**src/rtl/sirv_aon_pin_debounce.sv**
```systemverilog
// Always-on wake pin front end: synchroniser, stable-time debouncer and edge pulses
// that feed the d/en write port of a downstream sticky flag.
module sirv_aon_pin_debounce #(
    parameter int SYNC_STAGES = 2,
    parameter int CNT_W       = 8
) (
    input  logic             clock,
    input  logic             rst_n,
    input  logic             io_pin_async,
    input  logic             io_cfg_en,
    input  logic             io_cfg_pol,
    input  logic [CNT_W-1:0] io_cfg_thresh,
    input  logic             io_clear,
    output logic             io_level,
    output logic             io_rise,
    output logic             io_fall,
    output logic             io_d,
    output logic             io_en,
    output logic [1:0]       dbg_state
);

    // dbg_state encoding: 0 = LOW, 1 = CHK_H, 2 = HIGH, 3 = CHK_L
    typedef enum logic [1:0] {
        ST_LOW   = 2'd0,
        ST_CHK_H = 2'd1,
        ST_HIGH  = 2'd2,
        ST_CHK_L = 2'd3
    } state_t;

    state_t                 state_q, state_d;
    logic [CNT_W-1:0]       cnt_q, cnt_d;
    logic [SYNC_STAGES-1:0] sync_q;
    logic                   act;
    logic                   level_q, level_d;
    logic                   rise_q, rise_d;
    logic                   fall_q, fall_d;
    logic                   clr_q;

    always_ff @(posedge clock) begin
        if (!rst_n) begin
            sync_q <= '0;
        end else begin
            sync_q <= {sync_q[SYNC_STAGES-2:0], io_pin_async};
        end
    end

    // Polarity-corrected sample: 1 means the pin is in its active level.
    assign act = sync_q[SYNC_STAGES-1] ^ ~io_cfg_pol;

    always_ff @(posedge clock) begin
        if (!rst_n) begin
            state_q <= ST_LOW;
            cnt_q   <= '0;
        end else begin
            state_q <= state_d;
            cnt_q   <= cnt_d;
        end
    end

    // The >= compare lets a lowered threshold take effect mid-check; cnt stops at T.
    always_comb begin
        state_d = state_q;
        cnt_d   = cnt_q;
        if (!io_cfg_en) begin
            state_d = ST_LOW;
            cnt_d   = '0;
        end else begin
            case (state_q)
                ST_LOW: begin
                    if (act) begin
                        state_d = ST_CHK_H;
                        cnt_d   = '0;
                    end
                end
                ST_CHK_H: begin
                    if (!act) begin
                        state_d = ST_LOW;
                    end else if (cnt_q >= io_cfg_thresh) begin
                        state_d = ST_HIGH;
                    end else begin
                        cnt_d = cnt_q + CNT_W'(1);
                    end
                end
                ST_HIGH: begin
                    if (!act) begin
                        state_d = ST_CHK_L;
                        cnt_d   = '0;
                    end
                end
                ST_CHK_L: begin
                    if (act) begin
                        state_d = ST_HIGH;
                    end else if (cnt_q >= io_cfg_thresh) begin
                        state_d = ST_LOW;
                    end else begin
                        cnt_d = cnt_q + CNT_W'(1);
                    end
                end
                default: begin
                    state_d = ST_LOW;
                    cnt_d   = '0;
                end
            endcase
        end
    end

    always_comb begin
        level_d = (state_d == ST_HIGH) || (state_d == ST_CHK_L);
        rise_d  = io_cfg_en && (state_q == ST_CHK_H) && (state_d == ST_HIGH);
        fall_d  = io_cfg_en && (state_q == ST_CHK_L) && (state_d == ST_LOW);
    end

    always_ff @(posedge clock) begin
        if (!rst_n) begin
            level_q <= 1'b0;
            rise_q  <= 1'b0;
            fall_q  <= 1'b0;
            clr_q   <= 1'b0;
        end else begin
            level_q <= level_d;
            rise_q  <= rise_d;
            fall_q  <= fall_d;
            clr_q   <= io_clear;
        end
    end

    // Flag write port: io_en is a one-cycle write strobe with no back-pressure; io_d is the
    // value written. A rise sets the flag and wins over a same-cycle clear.
    assign io_level  = level_q;
    assign io_rise   = rise_q;
    assign io_fall   = fall_q;
    assign io_en     = rise_q | clr_q;
    assign io_d      = rise_q;
    assign dbg_state = state_q;

endmodule
```
**config.mk**
```make
export PLATFORM = sky130hd
export DESIGN_NAME = sirv_aon_pin_debounce
export DESIGN_NICKNAME = d
export VERILOG_FILES = /design/src/rtl/sirv_aon_pin_debounce.sv
export SDC_FILE = /design/constraint.sdc
export NUM_CORES = 1
export LEC_CHECK = 0
export BUFFER_PORTS_ARGS = -buffer_cell sky130_fd_sc_hd__buf_2
export CORE_MARGIN = 10
export CORE_UTILIZATION = 24
export CTS_BUF_LIST = sky130_fd_sc_hd__clkbuf_2
export DETAILED_ROUTE_END_ITERATION = 6
export PLACE_DENSITY = 0.42
export SETUP_SLACK_MARGIN = 0.3
export SYNTH_ARGS = -nofsm -noshare
export SYNTH_HDL_FRONTEND = slang
export SYNTH_SLANG_ARGS = --single-unit
export TNS_END_PERCENT = 50
```
**constraint.sdc**
```tcl
create_clock -name clock -period 6.8 [get_ports clock]
set_clock_uncertainty 0.2 [all_clocks]
set_input_delay 0.34 -clock clock [delete_from_list [all_inputs] [get_ports clock]]
set_output_delay 0.34 -clock clock [all_outputs]
set_load 0.005 [all_outputs]
```
==> results.cfg, run 1 <==
[power]
clockPowerShare_pct = 28.3
power_frac_seq_pct = 62.3
power-per-cell-area_nw_per_um2 = 153
ir_worst_vdd_mv = 0.0468
combPwrFrac_pct = 9.3
switchingPower_uw = 39.6
p_leak_uw = 0.000437
p_int_uw = 115
p_sw_share_pct = 25.7

[global_route]
use_met1_pct = 7.64
grt_first_pass_wirelength_mm = 3.48
grt_max_degree = 18
overflow = 0
gr-usage-all-layers_pct = 6.67
top_usage_layer = met2
met2_usage_pct = 10.8
antenna_found_initial = 0
grt_pass1_vias = 803
met3_usage_pct = 2.36

[floorplan]
die_y_microns = 79.2
io_pins = 21
coreArea_sq_um = 3360
die_area_sq_um = 6270
initial_core_util_pct = 25.0
fp.dieW_microns = 79.2
rows = 21

[setup_path]
startpoint_type = flop
cp.buffers_inverters = 1
crit_family = simple AND/OR/NAND/NOR gates
crit_type = flop to flop
end_kind = flop
crit_path_max_incr_delay_ns = 0.56
crit_chain = inv_1, ha_1, nor3b_1, o21ai_0, a22o_1, or4_1, a21oi_1
worst-endpoint-required_ns = 6.83
crit_fanout = 17
cp.depth = 7
cp_data_arrival_time_ns = 2.57
r2r_cells = 7
crit_path_top_delay_cell = or4_1

[layout]
seqCellArea_sq_um = 320
fin_nets = 140
drive_above_1_share_pct = 21.6
area_growth_pct = 19.6
multiInputGateArea_sq_um = 479
final_cell_area_sq_um = 1010
antenna_cells = 0
num-fill-cells = 394

[clock_network]
post_cts_resized = 0
hold_buffers = 0
numCtsBuffers = 3
cts_max_level = 1
clk_latency_ns = 0.29
cts_tree = done
cts.path.max_buffers = 2
cts.sink_count = 16
clk_pin_slew_worst_paths_ns = 0.16
cts_root_buffer = clkbuf_2
postCtsSetupRepairBufs = 0

[logic_synthesis]
netlist_area_sq_um = 841
yosysWarnings = 0
netlist_instances = 94
ys_ff_latch = 16
yosysSeqAreaShare_pct = 38.1
synth_nets = 117
ys_types = 28
syn_avg_cell_area_sq_um = 8.94

[timing]
finalCritPeriodShare_pct = 37.3
grt_setup_unrepaired = false
fmax_ghz = 0.394
tns_ns = 0
slew-limit-headroom_pct = 63.1
tightest_slew_ns = 0.551
fin_hold_ws_ns = 0.0410
layout_min_cycle_time_ns = 2.54
slew_violations = 0
hold_viol_final = 0
finalSetupViolCount = 0

[routing]
wl_per_cell_microns = 11.8
dr.pass1.iters = 4
routed_via_density = 4.52
routed_wl_mm = 1.92
ant_nets = 0
drc = 0
drt_iter0_drc = 27
vias = 733

[placement]
post_dp_cell_area_sq_um = 987
portBuffers = 20
gp_congestion = 0.773
hpwl_mm = 1.54

[worst_hold_path]
hp-class = primary input to flop
whs_path_depth = 2

[run_status]
outcome = complete, no violations

[flow_run]
max-cap-violations = 0
==> worst paths after layout <==
path,startpoint,endpoint,slack [ns]
max,cnt_q[0]$_SDFFE_PN0P_,cnt_q[5]$_SDFFE_PN0P_,4.26
min,io_pin_async,sync_q[0]$_SDFF_PN0_,0.04
max reg2reg,cnt_q[0]$_SDFFE_PN0P_,cnt_q[5]$_SDFFE_PN0P_,4.26
min reg2reg,sync_q[0]$_SDFF_PN0_,sync_q[1]$_SDFF_PN0_,0.26
==> state kept, by name, indices dropped and copies added (netlist names) <==
register	cells
io_level	1
io_fall	1
cnt_q	8
io_d	1
dbg_state	2
sync_q	2
clr_q	1
==> synthesized netlist by cell type <==
cell	instances	area (sq um)
a21o_1	1	7.51
a21oi_1	10	50.1
a221o_1	1	10.0
a22o_1	1	8.76
a22oi_1	1	7.51
and2_1	3	18.8
and3_4	1	11.3
buf_4	1	7.51
clkbuf_1	1	3.75
dfxtp_1	16	320
ha_1	9	113
inv_1	8	30.0
nand2_1	6	22.5
nand2b_1	1	6.26
nand3_1	2	10.0
nand4_1	5	31.3
nor2_1	2	7.51
nor3_1	2	10.0
nor3b_1	1	7.51
o2111a_1	1	11.3
o21ai_0	5	25.0
o21bai_1	1	7.51
o31ai_1	5	37.5
or2_2	1	6.26
or3_1	1	6.26
or4_1	5	37.5
xnor2_1	1	8.76
xor2_1	2	17.5
==> placed cells by master, fill, tap and decap left out, drive strengths merged, types with 2 or more instances in the layout <==
cell,n
buf,20
dfxtp,16
a21oi,10
ha,9
inv,8
nand2,6
o21ai,5
nand4,5
o31ai,5
or4,5
and2,3
clkbuf,3
xor2,2
nor2,2
nor3,2
nand3,2
==> layer usage <==
metal / wire (microns) / part of all wire [%]
met5: 0 / 0
met3: 137 / 7.1
met4: 16 / 0.83
met2: 830 / 43
met1: 933 / 49
==> power groups by stage <==
stage / registers, uW / clock network, uW / logic, uW
floorplan: 97.8 / 0 / 8.01
global route: 96.4 / 50.2 / 17.1
global placement: 98.1 / 0 / 14.4
finish: 96.1 / 43.7 / 14.4
detailed placement: 98.1 / 0 / 14.7
CTS: 96.1 / 46.2 / 14.8
==> final cells by class <==
cell class,count,area share [%]
timing repair buffer,20,9.95
multi-input combinational,68,47.6
tap,46,5.72
clock inverter,1,0.373
inverter,8,2.99
clock buffer,3,1.49
sequential,16,31.8
==> through the flow <==
step	util (%)	cells	total power, uW	setup WS (ns)
floorplan	-	94	106	4.51
detailed placement	29.4	158	113	4.19
CTS	29.9	162	157	4.25
global placement	29.4	158	112	4.21
global route	29.9	162	164	4.08
finish	29.9	162	154	4.26
==> cell families (layout without fill, tap and decap cells) <==
kind of cell	after synthesis	in the layout	synth area share, %
buffers and inverters	10	32	4.91
AO/OA/AOI/OAI	26	26	19.6
AND/OR/NAND/NOR	30	30	20.8
flip-flops	16	16	38.1
XOR/XNOR	3	3	3.13
adder cells (fa/ha/maj)	9	9	13.4
(Power assumes the default switching activity.)
==> run 2, diff against run 1 <==
Settings changed: PLACE_DENSITY 0.42 to 0.44.
Clock period 6.8 ns to 2.1 ns, I/O delays scaled along.
==> results.cfg, run 2 (same netlist as run 1, synthesis figures left out) <==
[timing]
layout_min_cycle_time_ns = 2.28
finalSetupViolCount = 11
setup_ws_ns = -0.178
slew_violations = 0
slew-limit-headroom_pct = 61.3
fmax_ghz = 0.439
hold_viol_final = 0
tightest_slew_ns = 0.579
finalCritPeriodShare_pct = 108
tns_ns = -1.10
grt_setup_unrepaired = true

[floorplan]
rows = 21
die_y_microns = 79.2
die_area_sq_um = 6270
initial_core_util_pct = 25.0
fp.dieW_microns = 79.2
coreArea_sq_um = 3360
io_pins = 21

[placement]
gp_congestion = 0.754
portBuffers = 20
dp_slack_ns = -0.164
hpwl_mm = 1.69

[layout]
fin_nets = 162
max_flop_register = cnt_q
antenna_cells = 0
mostFrequentLayoutCells = buf_2 (20), buf_4 (15), dfxtp_1 (13)
num-fill-cells = 373
final_common_cell = buf_2
area_growth_pct = 46.0
drive_above_1_share_pct = 35.0
largest_reg_flops = 8

[routing]
wl_per_cell_microns = 11.7
drc = 0
drt_iter0_drc = 19
routed_wl_mm = 2.14
dr.pass1.iters = 4
routed_via_density = 4.50
ant_nets = 0
vias = 823

[clock_network]
cts_max_level = 1
cts_root_buffer = clkbuf_2
numCtsBuffers = 3
cts_tree = done
cts.sink_count = 16
cts.path.max_buffers = 2
clk_pin_slew_worst_paths_ns = 0.15
clk_latency_ns = 0.30

[worst_hold_path]
hold_start = io_cfg_pol
hp-class = primary input to flop
whs_path_depth = 4
hold_end = io_d$_SDFF_PN0_

[setup_path]
crit_type = flop to flop
r2r-end = cnt_q[5]$_SDFFE_PN0P_
crit_fanout = 4
cp.buffers_inverters = 0
r2r_start = cnt_q[6]$_SDFFE_PN0P_
end_kind = flop
startpoint_type = flop
crit_family = simple AND/OR/NAND/NOR gates
rrSetupSlack_ns = -0.18
r2r_cells = 6
crit_chain = ha_4, and3_4, a221o_1, a22o_1, or4_1, a21oi_2
worst-endpoint-required_ns = 2.13
crit_path_top_delay_cell = or4_1
crit_path_max_incr_delay_ns = 0.55
cp_data_arrival_time_ns = 2.31

[global_route]
overflow = 0
top_usage_layer = met2
antenna_found_initial = 0
grt_first_pass_wirelength_mm = 3.77
grt_pass1_vias = 828
grt_max_degree = 9
met2_usage_pct = 12.5
met3_usage_pct = 2.03
gr-usage-all-layers_pct = 7.31
use_met1_pct = 8.08

[power]
p_int_uw = 385
clockPowerShare_pct = 26.3
combPwrFrac_pct = 13.6
p_sw_share_pct = 25.1
power-per-cell-area_nw_per_um2 = 419
switchingPower_uw = 129
p_leak_uw = 0.000548
power_frac_seq_pct = 60.1
ir_worst_vdd_mv = 0.229

[flow_run]
max-cap-violations = 0

[run_status]
violations = negative setup slack
outcome = complete, but fails checks
-- run 2: area by class of cell --
cell class	count	area [sq um]	share of cell area, %
Inverter	8	30.0	2.45
Tap cell	46	57.6	4.69
Timing Repair Buffer	42	283	23.0
Sequential cell	16	324	26.4
Multi-Input combinational cell	68	518	42.2
Clock buffer	3	15.0	1.22
-- run 2: power by group through the flow --
| stage | registers [uW] | logic, uW | clock network [uW] |
|---|---|---|---|
| after floorplan | 317 | 27.6 | 0 |
| after global placement | 316 | 57.8 | 0 |
| after detailed placement | 316 | 58.7 | 0 |
| after CTS | 309 | 69.9 | 145 |
| after global routing | 310 | 80.1 | 155 |
| final | 309 | 70.0 | 136 |
-- run 2: per-stage QoR --
| stage | power, uW | hold slack (ns) | instance area [sq um] | util, % | std cells |
|---|---|---|---|---|---|
| after floorplan | 344 | 0.0267 | 873 | - | 94 |
| after global placement | 374 | 0.112 | 1110 | 33.1 | 171 |
| after detailed placement | 375 | 0.121 | 1110 | 33.1 | 171 |
| after CTS | 525 | 0.0233 | 1210 | 36.1 | 183 |
| after global routing | 545 | 0.0422 | 1230 | 36.5 | 183 |
| final | 515 | 0.0343 | 1230 | 36.5 | 183 |
-- run 2: worst max path at each step --
stage                                from                    end  slack [ns]  depth (start not counted)
global route        cnt_q[6]$_SDFFE_PN0P_  cnt_q[4]$_SDFFE_PN0P_       -0.27                          7
CTS                 cnt_q[6]$_SDFFE_PN0P_  cnt_q[6]$_SDFFE_PN0P_       -0.16                          7
global placement    cnt_q[5]$_SDFFE_PN0P_  cnt_q[6]$_SDFFE_PN0P_       -0.13                          7
finish              cnt_q[6]$_SDFFE_PN0P_  cnt_q[5]$_SDFFE_PN0P_       -0.18                          6
detailed placement  cnt_q[5]$_SDFFE_PN0P_  cnt_q[4]$_SDFFE_PN0P_       -0.16                          7
floorplan           cnt_q[6]$_SDFFE_PN0P_  cnt_q[7]$_SDFFE_PN0P_       -0.06                          6
-- run 2: repair_timing --
action,in CTS,in global routing
pin swaps,5,0
setup buffers,2,0
endpoints found under the hold margin,10,0
resized for setup,1,3
setup endpoints to repair,13,13
hold buffers,7,0
-- run 2: worst reg2reg max path: cells and delay by family (launching register included) --
kind,cells,cell delay (ns)
simple gates,2,0.72
flops,1,0.36
compound gates,3,0.69
fa+ha+maj,1,0.23
-- run 2: per-layer routing --
metal | up-vias | wire length (microns)
li1 | 432 | -
met1 | 376 | 958
met3 | 4 | 80
met2 | 11 | 1050
met5 | - | 0
met4 | 0 | 48
==> run 3, diff against run 2 <==
Settings changed: CORE_ASPECT_RATIO set to 0.6.
==> results.cfg, run 3 (same netlist as run 1, synthesis figures left out) <==
[global_route]
met2_usage_pct = 11.6
overflow = 0
grt_first_pass_wirelength_mm = 3.81
antenna_found_initial = 0
top_usage_layer = met2
use_met1_pct = 9.47
grt_max_degree = 11
gr-usage-all-layers_pct = 7.60
grt_pass1_vias = 807
met3_usage_pct = 2.95

[setup_path]
rrSetupSlack_ns = -0.22
crit_type = flop to flop
crit_fanout = 5
r2r-end = cnt_q[3]$_SDFFE_PN0P_
r2r_cells = 7
worst-endpoint-required_ns = 2.13
r2r_start = cnt_q[6]$_SDFFE_PN0P_
startpoint_type = flop
end_kind = flop
cp_data_arrival_time_ns = 2.35

[placement]
dp_cells = 170
portBuffers = 20
hpwl_mm = 1.80
gp_congestion = 0.701

[layout]
drive_above_1_share_pct = 40.1
seqCellArea_sq_um = 327
largest_reg_flops = 8
final_common_cell = buf_2
mostFrequentLayoutCells = buf_2 (20), buf_4 (14), dfxtp_1 (13)
antenna_cells = 0
area_growth_pct = 51.8
max_flop_register = cnt_q
fin_nets = 162
num-fill-cells = 354
stdcell_count = 182
multiInputGateArea_sq_um = 572

[timing]
finalCritPeriodShare_pct = 111
finalSetupViolCount = 8
fin_hold_ws_ns = 0.0567
fmax_ghz = 0.431
hold_viol_final = 0
grt_setup_unrepaired = true
slew-limit-headroom_pct = 62.4
setup_ws_ns = -0.221
tightest_slew_ns = 0.562
layout_min_cycle_time_ns = 2.32
slew_violations = 0

[power]
p_sw_share_pct = 25.4
p_int_uw = 384
ir_worst_vdd_mv = 0.182
power-per-cell-area_nw_per_um2 = 404
switchingPower_uw = 131
combPwrFrac_pct = 14.2
clockPowerShare_pct = 26.1
p_leak_uw = 0.000566
power_frac_seq_pct = 59.7

[routing]
drc = 0
ant_nets = 0
wl_per_cell_microns = 13.6
routed_via_density = 4.80
routed_wl_mm = 2.47
dr.pass1.iters = 4
drt_iter0_drc = 114
vias = 874

[run_status]
outcome = complete, but fails checks
violations = negative setup slack

[floorplan]
die_y_microns = 65.8
coreArea_sq_um = 3300
initial_core_util_pct = 25.5
fp.dieW_microns = 96.4
io_pins = 21
rows = 16
die_area_sq_um = 6350

[clock_network]
cts.sink_count = 16
clk_pin_slew_worst_paths_ns = 0.15
numCtsBuffers = 3
cts_root_buffer = clkbuf_2
clk_latency_ns = 0.29
cts_tree = done
cts_max_level = 1
cts.path.max_buffers = 2

[worst_hold_path]
hold_start = io_cfg_pol
whs_path_depth = 5
hp-class = primary input to flop
hold_end = io_fall$_SDFF_PN0_

[flow_run]
max-cap-violations = 0
## run 3: cell types whose count changed in the layout (fill, tap and decap cells not counted), sizes merged
| cell | before | now |
|---|---|---|
| dlygate4sd3 | 7 | 6 |
| a22o | 1 | 2 |
## run 3: power by group through the flow
stage | clock (uW) | sequential, uW | combinational, uW
final | 134 | 308 | 73.2
after global routing | 157 | 309 | 81.1
after CTS | 142 | 309 | 68.6
after detailed placement | 0 | 316 | 58.1
after global placement | 0 | 316 | 57.9
after floorplan | 0 | 317 | 27.6
## run 3: layer usage
metal  wire length [microns]  vias up
met5                       0        -
met4                      34        0
met3                     203        4
met2                    1130       27
met1                    1110      406
li1                        -      437
## run 3: final cells by class
class                   count  area share, %
clock buffers               3           1.18
inverters                   8           2.35
multi-input cells          69           44.8
flip-flops and latches     16           25.6
well taps                  45           4.41
repair buffers             41           21.7
## run 3: through the flow
stage               total power [uW]  TNS, ns  setup slack [ns]  cell area (sq um)  util, %
floorplan                        344  -0.0771           -0.0643                873        -
global placement                 374   -0.684            -0.173               1110     33.7
detailed placement               374   -0.976            -0.225               1110     33.7
CTS                              519   -0.805            -0.197               1210     36.8
global route                     547    -1.72            -0.251               1280     38.6
finish                           515    -1.09            -0.221               1280     38.6
## run 3: timing repair
action / CTS / global route
hold buffers: 6 / 0
gates resized for setup: 4 / 10
endpoints found under the setup margin: 13 / 13
buffers inserted: 1 / 1
endpoints found under the hold margin: 10 / 0
pin swaps: 0 / 11
cloned: 0 / 1
## run 3: worst max-delay path by stage
stage	to	cells past startpoint	slack, ns	startpoint
2_1_floorplan	cnt_q[7]$_SDFFE_PN0P_	6	-0.06	cnt_q[6]$_SDFFE_PN0P_
3_3_place_gp	cnt_q[7]$_SDFFE_PN0P_	6	-0.17	cnt_q[5]$_SDFFE_PN0P_
3_5_place_dp	cnt_q[7]$_SDFFE_PN0P_	6	-0.22	cnt_q[5]$_SDFFE_PN0P_
4_1_cts	cnt_q[7]$_SDFFE_PN0P_	6	-0.20	cnt_q[6]$_SDFFE_PN0P_
5_1_grt	cnt_q[7]$_SDFFE_PN0P_	6	-0.25	cnt_q[6]$_SDFFE_PN0P_
6_report	cnt_q[3]$_SDFFE_PN0P_	7	-0.22	cnt_q[6]$_SDFFE_PN0P_
## run 3: worst max-delay path: stages (launching register included)
cell     delay (ns)
dfxtp_2        0.37
ha_4           0.20
and3_4         0.17
a221o_1        0.38
buf_6          0.14
a22o_4         0.23
or4_1          0.41
a21oi_1        0.15
